[src/rtl/fp7_alu_pkg.sv]
// fp7_alu_pkg: shared widths, saturation constants and helpers for the fp7 ALU datapath
package fp7_alu_pkg;
  localparam int EXP_WIDTH_DEFAULT = 8;
  localparam int MANT_WIDTH_DEFAULT = 24;
  localparam logic [MANT_WIDTH_DEFAULT-1:0] MANT_MAX = {1'b0, {(MANT_WIDTH_DEFAULT-1){1'b1}}};
  localparam logic [MANT_WIDTH_DEFAULT-1:0] MANT_MIN = {1'b1, {(MANT_WIDTH_DEFAULT-1){1'b0}}};
  localparam logic [EXP_WIDTH_DEFAULT-1:0] EXP_ONES = '1;
  function automatic int shift_width(input int w);
    return $clog2(w);
  endfunction
endpackage

[src/rtl/fp7_alu_leading_sign_counter.sv]
// fp7_alu_leading_sign_counter: redundant sign-bit count (normalizing left shift) and zero detect
module fp7_alu_leading_sign_counter
  import fp7_alu_pkg::*;
#(
  parameter int WIDTH = MANT_WIDTH_DEFAULT
) (
  input  logic [WIDTH-1:0]                    value,
  output logic [shift_width(WIDTH)-1:0]       count,
  output logic                                zero
);
  logic run;
  always_comb begin
    count = '0;
    run = 1'b1;
    for (int i = WIDTH - 2; i >= 0; i--) begin
      if (run && value[i] == value[WIDTH-1]) count = count + 1'b1;
      else run = 1'b0;
    end
  end
  assign zero = ~|value;
endmodule

[src/rtl/fp7_alu_add_normalize_stage.sv]
// fp7_alu_add_normalize_stage: two-stage add + renormalize pipeline with valid/ready backpressure
module fp7_alu_add_normalize_stage
  import fp7_alu_pkg::*;
#(
  parameter int EXPONENT_WIDTH = EXP_WIDTH_DEFAULT,
  parameter int MANTISSA_WIDTH = MANT_WIDTH_DEFAULT
) (
  input  logic                      clk,
  input  logic                      rst_n,
  input  logic                      i_valid,
  output logic                      o_ready,
  input  logic [EXPONENT_WIDTH-1:0] i_exponent_big,
  input  logic [MANTISSA_WIDTH-1:0] i_mantissa_big,
  input  logic [MANTISSA_WIDTH-1:0] i_mantissa_aligned,
  output logic                      o_valid,
  input  logic                      i_ready,
  output logic [EXPONENT_WIDTH-1:0] o_exponent,
  output logic [MANTISSA_WIDTH-1:0] o_mantissa,
  output logic                      o_zero,
  output logic                      o_overflow,
  output logic                      o_underflow
);
  localparam int EW = EXPONENT_WIDTH;
  localparam int MW = MANTISSA_WIDTH;
  localparam int SW = shift_width(MW);
  localparam logic [MW-1:0] m_max = {1'b0, {(MW-1){1'b1}}};
  localparam logic [MW-1:0] m_min = {1'b1, {(MW-1){1'b0}}};
  localparam logic [EW-1:0] exp_ones = '1;
  logic s1_valid, s2_valid, adv1, adv2;
  logic [MW:0] sum, s1_sum;
  logic [EW-1:0] s1_exp, n_exp;
  logic [MW-1:0] n_mant;
  logic [SW-1:0] lsc;
  logic lsc_zero, carry, is_zero, ovf, unf;
  assign adv2 = ~s2_valid | i_ready;
  assign adv1 = ~s1_valid | adv2;
  assign o_ready = adv1;
  assign o_valid = s2_valid;
  assign sum = {i_mantissa_big[MW-1], i_mantissa_big} + {i_mantissa_aligned[MW-1], i_mantissa_aligned};
  fp7_alu_leading_sign_counter #(.WIDTH(MW)) u_lsc (
    .value(s1_sum[MW-1:0]),
    .count(lsc),
    .zero (lsc_zero)
  );
  // A carry out of the low MW bits means the true sign lives in s1_sum[MW]
  always_comb begin
    carry = s1_sum[MW] ^ s1_sum[MW-1];
    is_zero = lsc_zero & ~carry;
    ovf = carry & (s1_exp == exp_ones);
    unf = ~carry & ~lsc_zero & (EW'(lsc) > s1_exp);
    n_mant = (is_zero | unf) ? '0 :
             ovf ? (s1_sum[MW] ? m_min : m_max) :
             carry ? s1_sum[MW:1] : s1_sum[MW-1:0] << lsc;
    n_exp = (is_zero | unf) ? '0 :
            ovf ? exp_ones :
            carry ? s1_exp + 1'b1 : s1_exp - EW'(lsc);
  end
  always_ff @(posedge clk or negedge rst_n) begin
    if (!rst_n) begin
      s1_valid <= 1'b0;
      s1_sum <= '0;
      s1_exp <= '0;
      s2_valid <= 1'b0;
      o_mantissa <= '0;
      o_exponent <= '0;
      o_zero <= 1'b0;
      o_overflow <= 1'b0;
      o_underflow <= 1'b0;
    end else begin
      if (adv1) begin
        s1_valid <= i_valid;
        s1_sum <= sum;
        s1_exp <= i_exponent_big;
      end
      if (adv2) begin
        s2_valid <= s1_valid;
        o_mantissa <= s1_valid ? n_mant : '0;
        o_exponent <= s1_valid ? n_exp : '0;
        o_zero <= s1_valid & (is_zero | unf);
        o_overflow <= s1_valid & ovf;
        o_underflow <= s1_valid & unf;
      end
    end
  end
endmodule

[config.mk]
export PLATFORM = sky130hd
export DESIGN_NAME = fp7_alu_add_normalize_stage
export DESIGN_NICKNAME = d
export VERILOG_FILES = /design/src/rtl/fp7_alu_pkg.sv /design/src/rtl/fp7_alu_leading_sign_counter.sv /design/src/rtl/fp7_alu_add_normalize_stage.sv
export SDC_FILE = /design/constraint.sdc
export NUM_CORES = 1
export LEC_CHECK = 0
export BUFFER_PORTS_ARGS = -buffer_cell sky130_fd_sc_hd__buf_2
export CORE_AREA = 8 8 114 194
export CTS_CLUSTER_SIZE = 40
export DETAILED_ROUTE_END_ITERATION = 16
export DIE_AREA = 0 0 122 202
export MAX_ROUTING_LAYER = met4
export PLACE_DENSITY = 0.68
export SLEW_MARGIN = 0
export SYNTH_ARGS = -nofsm -noshare
export SYNTH_HDL_FRONTEND = slang
export SYNTH_SLANG_ARGS = --single-unit
[constraint.sdc]
create_clock -name clk -period 39.3 [get_ports clk]
set_input_delay 1.965 -clock clk [delete_from_list [all_inputs] [get_ports clk]]
set_output_delay 1.965 -clock clk [all_outputs]
set_load 0.01 [all_outputs]
==> impl_metrics.json, run 1 <==
{
  "status": "completed",
  "nNetsFinal": 1416,
  "layout_min_cycle_time_ns": 16.51,
  "antenna_found_initial": 0,
  "hold_viol_final": 0,
  "ios": 97,
  "num_vias": 9816,
  "cp_common_cell": "ha_1",
  "synth_edf_count": 0,
  "r2r_cells": 68,
  "rsz0062_at_grt": "false",
  "cp_max_fo": 64,
  "synth_nets": 1378,
  "netlist_area_um2": 9470,
  "cts_made_buffers": 9,
  "clk_pin_slew_worst_paths_ns": 0.06,
  "die_area_um2": 24600,
  "cts_tree": "yes",
  "critPathKind": "reg2reg",
  "clkSinkCount": 70,
  "vdd_ir_drop_max_mv": 0.0321,
  "hold_class": "reg2reg",
  "core_um2": 19500,
  "critPathRequiredTime_ns": 39.47,
  "dr_wl_met2_um": 16700,
  "top_layer": "met4",
  "powerDensity_nw_per_um2": 54.8,
  "grt_pass1_vias": 9449,
  "worst_hold_startpoint": "o_mantissa[23]$_DFFE_PN0P_",
  "setup-tns-final_ns": 0,
  "grt_pass1_wl_um": 50400,
  "place.gp.congestion": 0.967,
  "fill_cells": 1940,
  "yosysUniqueCellTypes": 93,
  "timing.rr.end": "o_mantissa[18]$_DFFE_PN0P_",
  "holdPathStages": 1,
  "cts_buffer_depth": 2,
  "cts_resized": 0,
  "layout.cells.most_common_list": "nand2_1, nor2_1, buf_2",
  "tightest_slew_ns": 1.11,
  "grt_max_degree": 71,
  "gr-usage-all-layers": 0.263,
  "slew_violations": 0,
  "drive_gt1_frac": 0.141,
  "syn_area_per_cell_um2": 7.49,
  "dp_hpwl_um": 25200,
  "initial_core_util": 0.486,
  "clk_latency_ns": 0.33,
  "maxCapViolCount": 0,
  "fin_crit_sh": 0.420,
  "syn-instance-count": 1265,
  "routedWlPerCell_um": 20.6,
  "critPathSlowestCell": "xnor2_2",
  "dr_wl_met3_um": 1180,
  "dr.first_iter.drc_count": 659,
  "async_flop_share": 1.00,
  "dieHeight_um": 202,
  "ys_ff_latch": 70,
  "num_rows": 68,
  "critPathLaunchType": "flop",
  "ant_nets": 0,
  "post-cts-setup-buffers": 0,
  "port-buffer-count": 96,
  "diodes": 0,
  "ys.flop_type": "dfrtp_1",
  "drc": 0,
  "gr-total-overflow": 0,
  "drt_pass1_iterations": 5,
  "htree_levels": 3,
  "syn_to_final_growth_pct": 9.06,
  "yosysSeqAreaShare": 0.185,
  "wirelength_um": 32000,
  "setup_viol": 0,
  "slew_headroom": 0.252,
  "reg2reg_slack_ns": 22.79,
  "hold_buffers": 0,
  "skew_ns": 0.00914,
  "multi_input_area_um2": 7220,
  "die_w_um": 122,
  "cp-end-kind": "flop",
  "max_freq_ghz": 0.0606,
  "power_mw": 0.566,
  "yosysWarnings": 0,
  "crit-reg2reg-launch": "s1_sum[23]$_DFFE_PN0P_",
  "placed_area_um2": 10000,
  "power_leakage_nw": 4.45,
  "viasPerCell": 6.32,
  "final_common_cell": "nand2_1",
  "hold_end": "o_mantissa[23]$_DFFE_PN0P_",
  "fin_area_um2": 10300,
  "layout.area.seq_um2": 1750,
  "crit_arrival_ns": 16.68,
  "whs_ns": 0.479,
  "cts-root-buf": "clkbuf_16",
  "slowest_delay_ns": 0.66,
  "wl_met1_um": 11900
}
synthesized netlist by cell type (all sizes together), types with 7 or more instances:
cell    number  area (um^2)
or4         10         82.6
o21ai       77          385
o31ai       15          113
a31oi        9         56.3
a21boi      11         82.6
dfrtp       70         1750
xor2        29          262
nand4       14         87.6
inv         45          171
nor2       113          439
or2          7         43.8
a21oi       90          454
a311oi       7         78.8
a22oi       13         97.6
o21a         9         67.6
ha          51          638
nand2b      20          125
clkbuf      47          176
or3         11         68.8
and3        16          100
nor3        44          245
nand2      179          674
a21o        17          128
nand3       34          170
o211ai      18          135
xnor2       42          462
mux2        19          214
mux2i       54          541
buf         33          174
and2        20          128
a211oi      20          155
a221oi      19          184
o221ai      15          131
nor4        12         75.1
worst max-delay path by stage:
stage	start	endpoint	slack [ns]	cells after the start
3_5_place_dp	s1_sum[23]$_DFFE_PN0P_	o_mantissa[19]$_DFFE_PN0P_	23.01	68
3_3_place_gp	s1_sum[23]$_DFFE_PN0P_	o_mantissa[16]$_DFFE_PN0P_	23.41	68
2_1_floorplan	s1_sum[23]$_DFFE_PN0P_	o_mantissa[18]$_DFFE_PN0P_	25.24	77
6_report	s1_sum[23]$_DFFE_PN0P_	o_mantissa[18]$_DFFE_PN0P_	22.79	68
4_1_cts	s1_sum[23]$_DFFE_PN0P_	o_mantissa[18]$_DFFE_PN0P_	22.96	68
5_1_grt	s1_sum[23]$_DFFE_PN0P_	o_mantissa[19]$_DFFE_PN0P_	21.40	68
sequential cells by signal (all words and copies together) (netlist names):
register and cells:
s1_sum 25, o_mantissa 24, o_exponent 8, s1_exp 8
o_overflow 1, o_underflow 1, o_valid 1, o_zero 1
s1_valid 1
routing by layer:
metal,track usage,vias up
met3,0.0204,115
li1,-,4729
met5,-,-
met4,0.171,0
met2,0.467,358
met1,0.270,4614
report_power, final:
| group | switching (mW) | internal [mW] |
|---|---|---|
| Clock | 0.0310 | 0.0554 |
| Combinational | 0.216 | 0.136 |
| Sequential | 0.0350 | 0.0921 |
| Total | 0.282 | 0.284 |
logic make-up after synthesis:
logic type | Yosys count | share of synthesized area
multiplexers | 73 | 0.0797
AND/OR/NAND/NOR | 499 | 0.253
buffers and inverters | 125 | 0.0551
XOR/XNOR | 77 | 0.0910
AO/OA/AOI/OAI | 365 | 0.262
adder cells (fa/ha/maj) | 56 | 0.0748
flip-flops | 70 | 0.185
through the flow:
step,instances,worst slack (ns),util
4_1_cts,1553,22.96,0.530
6_report,1553,22.79,0.530
2_1_floorplan,1265,25.24,-
5_1_grt,1553,21.40,0.530
3_5_place_dp,1537,23.01,0.514
3_3_place_gp,1537,23.41,0.514
critical path: cells and delay by family (launching register included):
family	cells	cell delay, ns
fa+ha+maj	13	3.95
xor+xnor	1	0.66
flops	1	0.35
compound gates	23	5.18
buf+inv	2	0.96
mux	6	1.42
simple gates	23	3.76
final cells by class:
| type | count | area share |
|---|---|---|
| inverters | 45 | 0.0166 |
| multi-input cells | 1070 | 0.699 |
| flip-flops and latches | 70 | 0.170 |
| clock inverters | 6 | 0.00836 |
| clock buffers | 10 | 0.0222 |
| well taps | 245 | 0.0297 |
| repair buffers | 107 | 0.0545 |
Power figures use the tool's default switching activity.
==> inputs of run 2 (changes only) <==
- PLACE_DENSITY: 0.68 -> 0.71
- clock period: 39.3 -> 15.15 ns (I/O delays scaled with it)
==> impl_metrics.json, run 2 (synthesis gave the netlist of run 1 again) <==
{
  "status": "completed",
  "cts_tree": "yes",
  "gr-total-overflow": 0,
  "cts_resized": 0,
  "drc": 0,
  "grt_pass1_wl_um": 51700,
  "p_sw_mw": 0.764,
  "final_common_cell": "nand2_1",
  "initial_core_util": 0.486,
  "fill_cells": 1941,
  "slew_headroom": 0.256,
  "slew_violations": 0,
  "fin_crit_sh": 0.920,
  "cts_made_buffers": 9,
  "port-buffer-count": 96,
  "die_w_um": 122,
  "clkSinkCount": 70,
  "reg2reg_slack_ns": 1.22,
  "critPathKind": "reg2reg",
  "clk_latency_ns": 0.35,
  "drt_pass1_iterations": 6,
  "grt_max_degree": 71,
  "layout_setup_ws_ns": 1.22,
  "num_vias": 9933,
  "cp_max_fo": 12,
  "regMostFlops": "s1_sum",
  "diodes": 0,
  "ios": 97,
  "syn_to_final_growth_pct": 10.2,
  "pwr-share-seq": 0.219,
  "clk_pin_slew_worst_paths_ns": 0.06,
  "antenna_found_initial": 0,
  "ant_nets": 0,
  "wirelength_um": 32900,
  "hold_viol_final": 0,
  "dieHeight_um": 202,
  "cts_buffer_depth": 2,
  "htree_levels": 3,
  "hold_class": "reg2reg",
  "critPathSlowestCell": "or4_1",
  "critPathLaunchType": "flop",
  "crit_arrival_ns": 14.20,
  "switching_share": 0.505,
  "slowest_delay_ns": 0.50,
  "pwr-share-clk": 0.155,
  "path_buf_inv": 3,
  "grt_pass1_vias": 9900,
  "core_um2": 19500,
  "dr.first_iter.drc_count": 671,
  "setup_viol": 0,
  "tightest_slew_ns": 1.11,
  "gr-usage-all-layers": 0.272,
  "critPathRequiredTime_ns": 15.41,
  "p_int_mw": 0.747,
  "post-cts-setup-buffers": 0,
  "drive_gt1_frac": 0.151,
  "reg_top3": "s1_sum x25, o_mantissa x24",
  "crit_family": "compound AO/OA/AOI/OAI gates",
  "cp_common_cell": "ha_1",
  "p_comb_frac": 0.625,
  "dp_cells": 1543,
  "dp_hpwl_um": 25400,
  "final_cells": 1559,
  "nNetsFinal": 1422,
  "cts-root-buf": "clkbuf_16",
  "num_rows": 68,
  "largest_reg_flops": 25,
  "layout.cells.most_common_list": "nand2_1, nor2_1, buf_2",
  "cp-end-kind": "flop",
  "routedWlPerCell_um": 21.1,
  "viasPerCell": 6.37,
  "setup-tns-final_ns": 0,
  "vdd_ir_drop_max_mv": 0.122,
  "die_area_um2": 24600,
  "place.gp.congestion": 1.02,
  "hold_buffers": 0,
  "power_leakage_nw": 4.49,
  "layout_min_cycle_time_ns": 13.93,
  "rsz0062_at_grt": "false",
  "max_freq_ghz": 0.0718,
  "powerDensity_nw_per_um2": 145,
  "skew_ns": 0.00901,
  "maxCapViolCount": 0,
  "dp_slack_ns": 0.595
}
## run 2: cell type report
cell class | count | area [um^2] | area share
clock buffer | 9 | 225 | 0.0216
clock inverter | 7 | 105 | 0.0101
inverter | 45 | 175 | 0.0168
multi-input combinational | 1070 | 7260 | 0.696
sequential | 70 | 1750 | 0.168
tap | 245 | 307 | 0.0294
timing repair buffer | 113 | 612 | 0.0586
## run 2: metrics by stage
step / utilization / area (um^2) / hold WS, ns / power [mW]
after floorplan: - / 9470 / 0.462 / 0.962
after global placement: 0.516 / 10100 / 0.462 / 1.23
after detailed placement: 0.516 / 10100 / 0.465 / 1.24
after CTS: 0.533 / 10400 / 0.479 / 1.48
after global routing: 0.536 / 10400 / 0.502 / 1.62
final: 0.536 / 10400 / 0.473 / 1.51
## run 2: path summary, 6_finish.rpt
check                                               start                         end  cells past startpoint
max in group asynchronous                           rst_n      s1_sum[23]$_DFFE_PN0P_                      2
worst max-delay path               s1_sum[23]$_DFFE_PN0P_  o_mantissa[22]$_DFFE_PN0P_                     70
min in group asynchronous                           rst_n          o_zero$_DFFE_PN0P_                      2
worst min register to register  o_mantissa[2]$_DFFE_PN0P_   o_mantissa[2]$_DFFE_PN0P_                      2
worst max register to register     s1_sum[23]$_DFFE_PN0P_  o_mantissa[22]$_DFFE_PN0P_                     70
worst min-delay path            o_mantissa[2]$_DFFE_PN0P_   o_mantissa[2]$_DFFE_PN0P_                      2
## run 2: power by group through the flow
stage / clock (mW) / sequential, mW / combinational, mW
after detailed placement: 0 / 0.330 / 0.905
after floorplan: 0 / 0.288 / 0.674
after CTS: 0.236 / 0.328 / 0.912
after global routing: 0.243 / 0.338 / 1.04
final: 0.234 / 0.331 / 0.945
after global placement: 0 / 0.330 / 0.896
## run 2: metal layers
layer  GRT usage  wire length [um]
met5           -                 0
met3      0.0397              1650
met2       0.472             16900
met1       0.261             11700
met4       0.217              2650
## run 2: worst reg2reg max path: cells and delay by family, from the launching register on
kind / cells / cell delay (ns)
simple gates: 23 / 3.15
xor+xnor: 2 / 0.67
buf+inv: 3 / 0.37
compound gates: 23 / 4.21
mux: 6 / 1.27
fa+ha+maj: 13 / 3.74
flops: 1 / 0.45
